[src/rtl/seg_scan_pkg.sv]
// ============================================================================
// Module      : seg_scan_pkg
// Description : Shared widths, index type and anode helper for the scan mux.
// Revision    : 1.0 - initial release
// ============================================================================
`default_nettype none

package seg_scan_pkg;

    localparam int NUM_DIG = 6;
    localparam int SEG_W   = 7;

    typedef logic [2:0] dig_idx_t;

    localparam logic [NUM_DIG-1:0] AN_OFF = 6'b111111;

    // Active-low one-hot anode pattern for the given digit slot.
    function automatic logic [NUM_DIG-1:0] onehot_low(input dig_idx_t idx);
        logic [NUM_DIG-1:0] v_one;
        v_one      = {{(NUM_DIG-1){1'b0}}, 1'b1};
        onehot_low = ~(v_one << idx);
    endfunction

endpackage

`default_nettype wire

[src/rtl/scan_tick_gen.sv]
// ============================================================================
// Module      : scan_tick_gen
// Description : Free-running 0..SCAN_DIV-1 slot counter with wrap tick.
// Revision    : 1.0 - initial release
// ============================================================================
`default_nettype none

module scan_tick_gen #(
    parameter  int SCAN_DIV = 50000,
    localparam int CNT_W    = (SCAN_DIV > 1) ? $clog2(SCAN_DIV) : 1
) (
    input  logic             clk,
    input  logic             rst,
    output logic [CNT_W-1:0] cnt,
    output logic [CNT_W-1:0] cnt_nxt,
    output logic             tick
);

    logic [CNT_W-1:0] r_cnt;

    // The parent builds its registered outputs from cnt_nxt.
    assign cnt  = r_cnt;
    assign tick = (r_cnt == CNT_W'(SCAN_DIV - 1));

    always_comb begin
        cnt_nxt = r_cnt + CNT_W'(1);
        if (tick) begin
            cnt_nxt = '0;
        end
    end

    always_ff @(posedge clk) begin
        if (!rst) begin
            r_cnt <= '0;
        end else begin
            r_cnt <= cnt_nxt;
        end
    end

endmodule

`default_nettype wire

[src/rtl/seg_scan_mux.sv]
// ============================================================================
// Module      : seg_scan_mux
// Description : Six-digit time-multiplexed 7-segment driver with dead time and
//               per-frame input snapshot. Optional alarm blink: ALARM_BLINK_EN.
// Revision    : 1.0 - initial release
// ============================================================================
`default_nettype none

module seg_scan_mux
    import seg_scan_pkg::*;
#(
    parameter int SCAN_DIV     = 50000,
    parameter int DEAD         = 1,
    parameter int BLINK_FRAMES = 64
) (
    input  logic               clk,
    input  logic               rst,
    input  logic [SEG_W-1:0]   seg_in0,
    input  logic [SEG_W-1:0]   seg_in1,
    input  logic [SEG_W-1:0]   seg_in2,
    input  logic [SEG_W-1:0]   seg_in3,
    input  logic [SEG_W-1:0]   seg_in4,
    input  logic [SEG_W-1:0]   seg_in5,
    input  logic [NUM_DIG-1:0] dp_mask,
    input  logic               blank,
    input  logic               alarm,
    output logic [SEG_W-1:0]   seg_out,
    output logic               dp_out,
    output logic [NUM_DIG-1:0] an_out,
    output logic [2:0]         digit_idx,
    output logic               frame_done
);

    localparam int CNT_W = (SCAN_DIV > 1) ? $clog2(SCAN_DIV) : 1;

    logic [CNT_W-1:0]   w_cnt;
    logic [CNT_W-1:0]   w_cnt_nxt;
    logic               w_tick;
    dig_idx_t           r_idx;
    dig_idx_t           w_idx_nxt;
    logic               r_load_pend;
    logic               w_wrap;
    logic               w_load;
    logic               w_blink_off_nxt;
    logic [SEG_W-1:0]   w_seg_in [NUM_DIG];
    logic [SEG_W-1:0]   r_snap_seg [NUM_DIG];
    logic [NUM_DIG-1:0] r_snap_dp;
    logic [SEG_W-1:0]   w_seg_sel;
    logic               w_dp_sel;
    logic [NUM_DIG-1:0] w_an_nxt;
    logic               w_fd_nxt;
    logic [SEG_W-1:0]   r_seg;
    logic               r_dp;
    logic [NUM_DIG-1:0] r_an;
    logic               r_fd;

    scan_tick_gen #(
        .SCAN_DIV (SCAN_DIV)
    ) u_tick (
        .clk     (clk),
        .rst     (rst),
        .cnt     (w_cnt),
        .cnt_nxt (w_cnt_nxt),
        .tick    (w_tick)
    );

    assign w_seg_in[0] = seg_in0;
    assign w_seg_in[1] = seg_in1;
    assign w_seg_in[2] = seg_in2;
    assign w_seg_in[3] = seg_in3;
    assign w_seg_in[4] = seg_in4;
    assign w_seg_in[5] = seg_in5;

    assign w_wrap = w_tick && (r_idx == dig_idx_t'(NUM_DIG - 1));
    assign w_load = w_wrap || r_load_pend;

`ifdef ALARM_BLINK_EN
    localparam int FC_W = (BLINK_FRAMES > 1) ? $clog2(BLINK_FRAMES) : 1;

    logic [FC_W-1:0] r_fc;
    logic [FC_W-1:0] w_fc_nxt;
    logic            r_phase;
    logic            w_phase_nxt;

    // Frame counter runs whether or not the alarm is active.
    always_comb begin
        w_fc_nxt    = r_fc;
        w_phase_nxt = r_phase;
        if (w_wrap) begin
            if (r_fc == FC_W'(BLINK_FRAMES - 1)) begin
                w_fc_nxt    = '0;
                w_phase_nxt = ~r_phase;
            end else begin
                w_fc_nxt = r_fc + FC_W'(1);
            end
        end
    end

    assign w_blink_off_nxt = alarm && w_phase_nxt;

    always_ff @(posedge clk) begin
        if (!rst) begin
            r_fc    <= '0;
            r_phase <= 1'b0;
        end else begin
            r_fc    <= w_fc_nxt;
            r_phase <= w_phase_nxt;
        end
    end
`else
    localparam int c_unused_blink_frames = BLINK_FRAMES;
    logic          w_unused_alarm;

    assign w_unused_alarm  = alarm;
    assign w_blink_off_nxt = 1'b0;
`endif

    always_comb begin
        w_idx_nxt = r_idx;
        if (w_tick) begin
            w_idx_nxt = (r_idx == dig_idx_t'(NUM_DIG - 1)) ? dig_idx_t'(0)
                                                           : r_idx + dig_idx_t'(1);
        end
    end

    // A slot about to be loaded shows the fresh inputs, not the stale snapshot.
    always_comb begin
        w_seg_sel = '0;
        w_dp_sel  = 1'b0;
        for (int k = 0; k < NUM_DIG; k++) begin
            if (w_idx_nxt == dig_idx_t'(k)) begin
                w_seg_sel = w_load ? w_seg_in[k] : r_snap_seg[k];
                w_dp_sel  = w_load ? dp_mask[k]  : r_snap_dp[k];
            end
        end
    end

    // blank feeds the registered anodes directly, so they go dark one cycle after it rises.
    always_comb begin
        w_an_nxt = AN_OFF;
        if ((w_cnt_nxt >= CNT_W'(DEAD)) && !blank && !w_blink_off_nxt) begin
            w_an_nxt = onehot_low(w_idx_nxt);
        end
    end

    assign w_fd_nxt = (w_idx_nxt == dig_idx_t'(NUM_DIG - 1)) &&
                      (w_cnt_nxt == CNT_W'(SCAN_DIV - 1));

    always_ff @(posedge clk) begin
        if (!rst) begin
            r_idx       <= '0;
            r_load_pend <= 1'b1;
            r_snap_dp   <= '0;
            for (int k = 0; k < NUM_DIG; k++) begin
                r_snap_seg[k] <= '0;
            end
            r_seg <= '0;
            r_dp  <= 1'b0;
            r_an  <= AN_OFF;
            r_fd  <= 1'b0;
        end else begin
            r_idx       <= w_idx_nxt;
            r_load_pend <= 1'b0;
            if (w_load) begin
                r_snap_dp <= dp_mask;
                for (int k = 0; k < NUM_DIG; k++) begin
                    r_snap_seg[k] <= w_seg_in[k];
                end
            end
            r_seg <= w_seg_sel;
            r_dp  <= w_dp_sel;
            r_an  <= w_an_nxt;
            r_fd  <= w_fd_nxt;
        end
    end

    assign seg_out    = r_seg;
    assign dp_out     = r_dp;
    assign an_out     = r_an;
    assign digit_idx  = r_idx;
    assign frame_done = r_fd;

endmodule

`default_nettype wire
[config.mk]
export PLATFORM = sky130hd
export DESIGN_NAME = seg_scan_mux
export DESIGN_NICKNAME = d
export VERILOG_FILES = /design/src/rtl/seg_scan_pkg.sv /design/src/rtl/scan_tick_gen.sv /design/src/rtl/seg_scan_mux.sv
export SDC_FILE = /design/constraint.sdc
export NUM_CORES = 1
export LEC_CHECK = 0
export BUFFER_PORTS_ARGS = -buffer_cell sky130_fd_sc_hd__buf_2
export CAP_MARGIN = 30
export CORE_UTILIZATION = 35
export CTS_CLUSTER_DIAMETER = 60
export DETAILED_ROUTE_END_ITERATION = 10
export GPL_ROUTABILITY_DRIVEN = 0
export MAX_ROUTING_LAYER = met4
export PLACE_DENSITY = 0.61
export SKIP_CTS_REPAIR_TIMING = 1
export SYNTH_ARGS = -nofsm -noshare
export SYNTH_HDL_FRONTEND = slang
export SYNTH_HIERARCHICAL = 1
export SYNTH_SLANG_ARGS = --single-unit
[constraint.sdc]
create_clock -name clk -period 3.1 [get_ports clk]
set_input_delay 0.465 -clock clk [delete_from_list [all_inputs] [get_ports clk]]
set_output_delay 0.465 -clock clk [all_outputs]
set_load 0.02 [all_outputs]
==> results of run 1 <==
## layer usage
layer  part of all wire [%]  vias to the layer above
li1                       -                     1924
met1                     47                     1911
met2                     46                      126
met3                    5.8                       10
met4                    1.3                        0
met5                      0                        -
## metrics by stage
step | cell area, um^2 | setup WS, ns | power (W) | hold slack, ns
finish | 5530 | 0.221 | 0.00267 | 0.391
global route | 5530 | 0.0874 | 0.00276 | 0.376
CTS | 5530 | 0.223 | 0.00269 | 0.378
detailed placement | 5200 | 0.251 | 0.00150 | 0.444
global placement | 5200 | 0.395 | 0.00150 | 0.434
floorplan | 4690 | 0.0756 | 0.00140 | 0.427
## synthesized netlist by cell type, types with 3 or more instances
| cell | instances | area (um^2) |
|---|---|---|
| inv_1 | 19 | 71.3 |
| o211a_2 | 5 | 50.1 |
| buf_2 | 13 | 65.1 |
| o311a_1 | 6 | 60.1 |
| nor4bb_1 | 3 | 30.0 |
| buf_4 | 5 | 37.5 |
| o21ai_0 | 15 | 75.1 |
| clkbuf_1 | 15 | 56.3 |
| o21ai_1 | 9 | 45.0 |
| a21o_1 | 3 | 22.5 |
| nor4_2 | 6 | 75.1 |
| o211ai_1 | 3 | 22.5 |
| mux2i_1 | 16 | 160 |
| edfxtp_1 | 42 | 1260 |
| a211oi_1 | 7 | 52.6 |
| o22ai_1 | 7 | 43.8 |
| nand2_1 | 43 | 161 |
| nor2_1 | 25 | 93.8 |
| a21oi_1 | 27 | 135 |
| a2bb2oi_1 | 6 | 52.6 |
| nor3_1 | 12 | 60.1 |
| xor2_1 | 8 | 70.1 |
| a211oi_2 | 8 | 100 |
| nand4_1 | 5 | 31.3 |
| buf_6 | 5 | 56.3 |
| and3_1 | 37 | 231 |
| nor4_1 | 4 | 25.0 |
| dfxtp_1 | 41 | 821 |
| o221ai_1 | 6 | 52.6 |
| nand2b_1 | 11 | 68.8 |
| nand3_1 | 23 | 115 |
| and2_1 | 9 | 56.3 |
| xnor2_1 | 6 | 52.6 |
## power by group
group          leakage (nW)  switching [W]  internal, W
Sequential            0.788      0.0000264      0.00122
Clock                 0.156       0.000444     0.000750
Combinational          1.43       0.000139    0.0000966
## kinds of logic after synthesis
family | count (synthesis) | synth area share, %
simple gates | 196 | 24.2
fa+ha+maj | 1 | 0.267
xor+xnor | 15 | 3.20
buf+inv | 59 | 6.27
compound gates | 116 | 18.0
mux | 17 | 3.65
flops | 83 | 44.4
## worst max-delay path, delay by kind of cell (launching register included)
family	cells	cell delay [ns]
AOI/OAI and AO/OA	4	1.01
buffers and inverters	1	0.20
DFF	1	0.36
and+or+nand+nor	3	1.17
## path summary, 6_finish.rpt
| path | from | endpoint | depth (start not counted) |
|---|---|---|---|
| min | dp_mask[0] | r_snap_dp[0] | 3 |
| max reg2reg | u_tick/cnt[11] | seg_out[0] | 8 |
| min reg2reg | r_snap_dp[0] | r_snap_dp[0] | 2 |
| max | u_tick/cnt[11] | seg_out[0] | 8 |
## layout by cell type (no fill, tap or decap), types with 3 or more instances in the layout
| master | Yosys | routed |
|---|---|---|
| clkbuf_16 | 0 | 10 |
| nor2_1 | 25 | 25 |
| nand2_1 | 43 | 42 |
| xnor2_1 | 6 | 6 |
| nand4_1 | 5 | 5 |
| o221ai_1 | 6 | 6 |
| nand2b_1 | 11 | 11 |
| inv_1 | 19 | 19 |
| xor2_1 | 8 | 8 |
| a2bb2oi_1 | 6 | 6 |
| nand3_1 | 23 | 23 |
| o311a_1 | 6 | 6 |
| a211oi_2 | 8 | 8 |
| nor3_1 | 12 | 12 |
| o211a_2 | 5 | 5 |
| mux2i_1 | 16 | 16 |
| and3_1 | 37 | 37 |
| clkinv_1 | 1 | 3 |
| dfxtp_1 | 41 | 41 |
| nor4_2 | 6 | 6 |
| edfxtp_1 | 42 | 42 |
| o21ai_1 | 9 | 9 |
| and2_1 | 9 | 9 |
| o211ai_1 | 3 | 3 |
| buf_4 | 5 | 17 |
| buf_2 | 13 | 68 |
| a211oi_1 | 7 | 7 |
| nor4bb_1 | 3 | 3 |
| nor4_1 | 4 | 4 |
| o22ai_1 | 7 | 7 |
| a21oi_1 | 27 | 27 |
| o21ai_0 | 15 | 15 |
| a21o_1 | 3 | 3 |
## final cells by class
| cell class | count | area, um^2 | area share [%] |
|---|---|---|---|
| flip-flops and latches | 83 | 2080 | 37.7 |
| clock inverters | 5 | 75.1 | 1.36 |
| multi-input cells | 345 | 2320 | 41.9 |
| clock buffers | 11 | 254 | 4.59 |
| well taps | 172 | 215 | 3.89 |
| inverters | 20 | 75.1 | 1.36 |
| repair buffers | 87 | 508 | 9.19 |
## flip-flops by register name (all words and copies together) (netlist names)
name,count
r_snap_seg,42
u_tick/cnt,16
seg_out,7
an_out,6
r_snap_dp,6
digit_idx,3
dp_out,1
frame_done,1
r_load_pend,1
==> flow_summary.yaml, run 1 <==
flow_run:
  max_cap_viol_count: 0
layout:
  final_nets: 599
  n_antenna_cell: 0
  fillers: 1260
  syn2layout_area_growth_pct: 17.8
  drive_gt1_share_pct: 24.0
  postLayoutCoreUtil_pct: 43.1
  fin_cells: 723
logic_synthesis:
  syn_avg_cell_area_um2: 9.63
  synthesis.instances: 487
  ys.warnings.count: 6
  seq_area_frac_synth_pct: 44.4
  synth_area_um2: 4690
  synth_edf_count: 42
  synth.distinct_cells: 66
  ys.flop_type: "edfxtp_1"
  ys_ff_latch: 83
  synthArstFlopShare_pct: 0
  syn_nets: 540
power:
  p_leak_nw: 2.37
  peakVddDrop_v: 0.000267
  power_density_nw_per_um2: 484
die:
  die_area_um2: 13900
  core_area_um2: 12800
  die_height_um: 118
  initial_utilization_pct: 36.6
  dieWidth_um: 118
  ios: 70
  rows: 41
critical_path:
  cpMaxStageDelayCell: "nor4bb_1"
  path_class: "flop to flop"
  worstPathMaxFanout: 25
  r2r_slack_ns: 0.22
  crit_chain: "nor4bb_1 > and4_1 > buf_12 > nor4bb_1 > a21o_1 > o211a_2 > a211oi_1 > o311a_1"
  crit_path_frequent_cell: "nor4bb_1"
  endpoint_kind: "flop"
  worstPathRequired_ns: 3.32
  crit_arrival_ns: 3.10
  max_stage_delay_ns: 0.43
  start_kind: "flop"
sta:
  relSlewSlack_pct: 53.4
  finalHoldViolCount: 0
  skew_ns: 0.00633
  clock.fmax_mhz: 347
  period_minus_slack_ns: 2.88
  finalCritPeriodShare_pct: 92.9
  rsz0062_at_grt: "false"
  setup-tns-final_ns: 0
  worst_pin_slew_ns: 0.698
  slew_viol_final: 0
  setup_violations: 0
status:
  status: "finished clean"
drt:
  vias: 3971
  via_per_inst: 5.49
  drc: 0
  drt_iter0_drc: 328
  drt_first_pass_iters: 4
  ant_nets: 0
  drt-total-wl_um: 12400
  routedWlPerCell_um: 17.1
grt:
  grt_first_pass_wirelength_um: 19800
  top_usage_layer: "met2"
  antenna_found_initial: 0
  grt_pass1_vias: 3803
  grtUsageMet2_pct: 27.8
  grt_overflow: 0
  grt_usage_pct: 18.6
  grt_max_degree: 53
  grtUsageMet3_pct: 4.22
  globalRouteMet1Util_pct: 24.8
placement:
  place_hpwl_um: 8760
  dp_cells: 707
  numPortBuffers: 68
clocking:
  root_buffer: "clkbuf_16"
  clkLatencyLatePin_ns: 0.33
  cts_tree: "built"
  clkTransAtPathRegs_ns: 0.06
  cts.htree.levels: 3
  cts_buffers: 9
  clock_path_buffers: 2
  cts_sinks: 83
worst_hold_path:
  hold_path_class: "primary input to flop"
(Power assumes the default switching activity.)
==> run 2, diff against run 1 <==
--- a/config.mk
+++ b/config.mk
@@ -11,7 +11,6 @@
 export CTS_CLUSTER_DIAMETER = 60
 export DETAILED_ROUTE_END_ITERATION = 10
 export GPL_ROUTABILITY_DRIVEN = 0
-export MAX_ROUTING_LAYER = met4
 export PLACE_DENSITY = 0.61
 export SKIP_CTS_REPAIR_TIMING = 1
 export SYNTH_ARGS = -nofsm -noshare
==> run 2 against run 1 <==
  * Sequential share of layout area stayed put
  * Sequential power about the same
  * Critical path depth did not move
  * Global-route usage down 0.55 points
==> flow_summary.yaml, run 2 (same netlist as run 1, synthesis figures left out) <==
grt:
  grt_pass1_vias: 3807
  grt_first_pass_wirelength_um: 19800
  grt_overflow: 0
  grt_usage_pct: 18.0
  antenna_found_initial: 0
  grt_max_degree: 53
layout:
  final_area_um2: 5530
  final_cell_mix: "buf_2 (68), nand2_1 (42), edfxtp_1 (42)"
  final_nets: 599
  final_common_cell: "buf_2"
  largest_reg_flops: 42
  top_register: "r_snap_seg"
  n_antenna_cell: 0
  syn2layout_area_growth_pct: 17.8
  drive_gt1_share_pct: 24.0
clocking:
  clock_path_buffers: 2
  clkLatencyLatePin_ns: 0.33
  clkTransAtPathRegs_ns: 0.06
  root_buffer: "clkbuf_16"
  cts_tree: "built"
  cts_buffers: 9
  cts_sinks: 83
  cts.htree.levels: 3
sta:
  worst_pin_slew_ns: 0.694
  period_minus_slack_ns: 2.88
  skew_ns: 0.00762
  rsz0062_at_grt: "false"
  relSlewSlack_pct: 53.7
  slew_viol_final: 0
  setup_violations: 0
  clock.fmax_mhz: 347
  finalHoldViolCount: 0
  setup-tns-final_ns: 0
  finalCritPeriodShare_pct: 92.8
critical_path:
  crit_arrival_ns: 3.10
  endpoint_kind: "flop"
  cp_top_family: "simple AND/OR/NAND/NOR gates"
  cpMaxStageDelayCell: "nor4bb_1"
  path_class: "flop to flop"
  max_stage_delay_ns: 0.44
  r2r_slack_ns: 0.22
  worstPathMaxFanout: 25
  crit_path_frequent_cell: "nor4bb_1"
  path_buf_inv: 1
  crit_chain: "nor4bb_1 > and4_1 > buf_12 > nor4bb_1 > a21o_1 > o211a_2 > a211oi_1 > o311a_1"
  reg2reg_depth: 8
  timing.rr.end: "seg_out[0]"
  r2r_start: "u_tick/cnt[11]"
  worstPathRequired_ns: 3.32
  start_kind: "flop"
power:
  clock_power_share_pct: 44.7
  combPwrFrac_pct: 8.8
  pwr-share-seq_pct: 46.5
  power_density_nw_per_um2: 484
  p_switching_w: 0.000611
  peakVddDrop_v: 0.000268
  p_leak_nw: 2.37
  switching_share_pct: 22.8
  intPower_w: 0.00206
drt:
  routedWlPerCell_um: 17.0
  vias: 4000
  drc: 0
  via_per_inst: 5.53
  drt_iter0_drc: 369
  drt_first_pass_iters: 4
  drt-total-wl_um: 12300
  ant_nets: 0
die:
  die_height_um: 118
  ios: 70
  dieWidth_um: 118
  initial_utilization_pct: 36.6
  rows: 41
  core_area_um2: 12800
  die_area_um2: 13900
worst_hold_path:
  holdPathStages: 3
  hold-path-endpoint: "r_snap_dp[0]"
  hold_path_class: "primary input to flop"
  hp-start: "dp_mask[0]"
placement:
  place_hpwl_um: 8760
  post_dp_cell_area_um2: 5200
  numPortBuffers: 68
flow_run:
  max_cap_viol_count: 0
status:
  status: "finished clean"
-- run 2: cell counts in the layout (fill, tap and decap cells not counted) --
Identical to the previous run, type by type.
-- run 2: tightest hold or removal path, stage by stage --
cell and delay [ns]:
buf_2 0.11, nand2_1 0.05, a21oi_1 0.05
-- run 2: metrics by stage --
stage	total power (W)	util [%]	cells	setup slack [ns]	hold slack, ns
after global routing	0.00276	43.1	723	0.0873	0.376
after CTS	0.00269	43.1	723	0.223	0.378
final	0.00268	43.1	723	0.222	0.388
after detailed placement	0.00150	40.5	707	0.251	0.444
after global placement	0.00150	40.5	707	0.395	0.434
after floorplan	0.00140	-	487	0.0756	0.427
-- run 2: layout make-up --
cell class | instances | area [um^2]
Clock buffer | 11 | 254
Clock inverter | 5 | 75.1
Fill cell | 1260 | 7300
Inverter | 20 | 75.1
Multi-Input combinational cell | 345 | 2320
Sequential cell | 83 | 2080
Tap cell | 172 | 215
Timing Repair Buffer | 87 | 508
-- run 2: metal layers --
layer,global-route usage [%],up-vias,share of wire (%)
met1,24.5,1940,47
met2,27.9,122,46
met4,5.77,0,1.5
met3,4.46,11,5.5
li1,-,1927,-
met5,0,-,0
-- run 2: how the worst max path moves through the flow --
| stage | start | end | slack [ns] | cells after the start |
|---|---|---|---|---|
| 2_1_floorplan | u_tick/cnt[0] | r_snap_seg[0][0] | 0.08 | 12 |
| 3_3_place_gp | u_tick/cnt[0] | seg_out[2] | 0.39 | 11 |
| 3_5_place_dp | u_tick/cnt[11] | seg_out[0] | 0.25 | 8 |
| 4_1_cts | u_tick/cnt[11] | seg_out[0] | 0.22 | 8 |
| 5_1_grt | u_tick/cnt[0] | seg_out[2] | 0.09 | 11 |
| 6_report | u_tick/cnt[11] | seg_out[0] | 0.22 | 8 |
-- run 2: power by group through the flow --
stage	clock [W]	sequential [W]	combinational, W
finish	0.00120	0.00124	0.000236
global route	0.00125	0.00125	0.000258
CTS	0.00121	0.00124	0.000236
detailed placement	0	0.00127	0.000234
global placement	0	0.00127	0.000230
floorplan	0	0.00127	0.000134
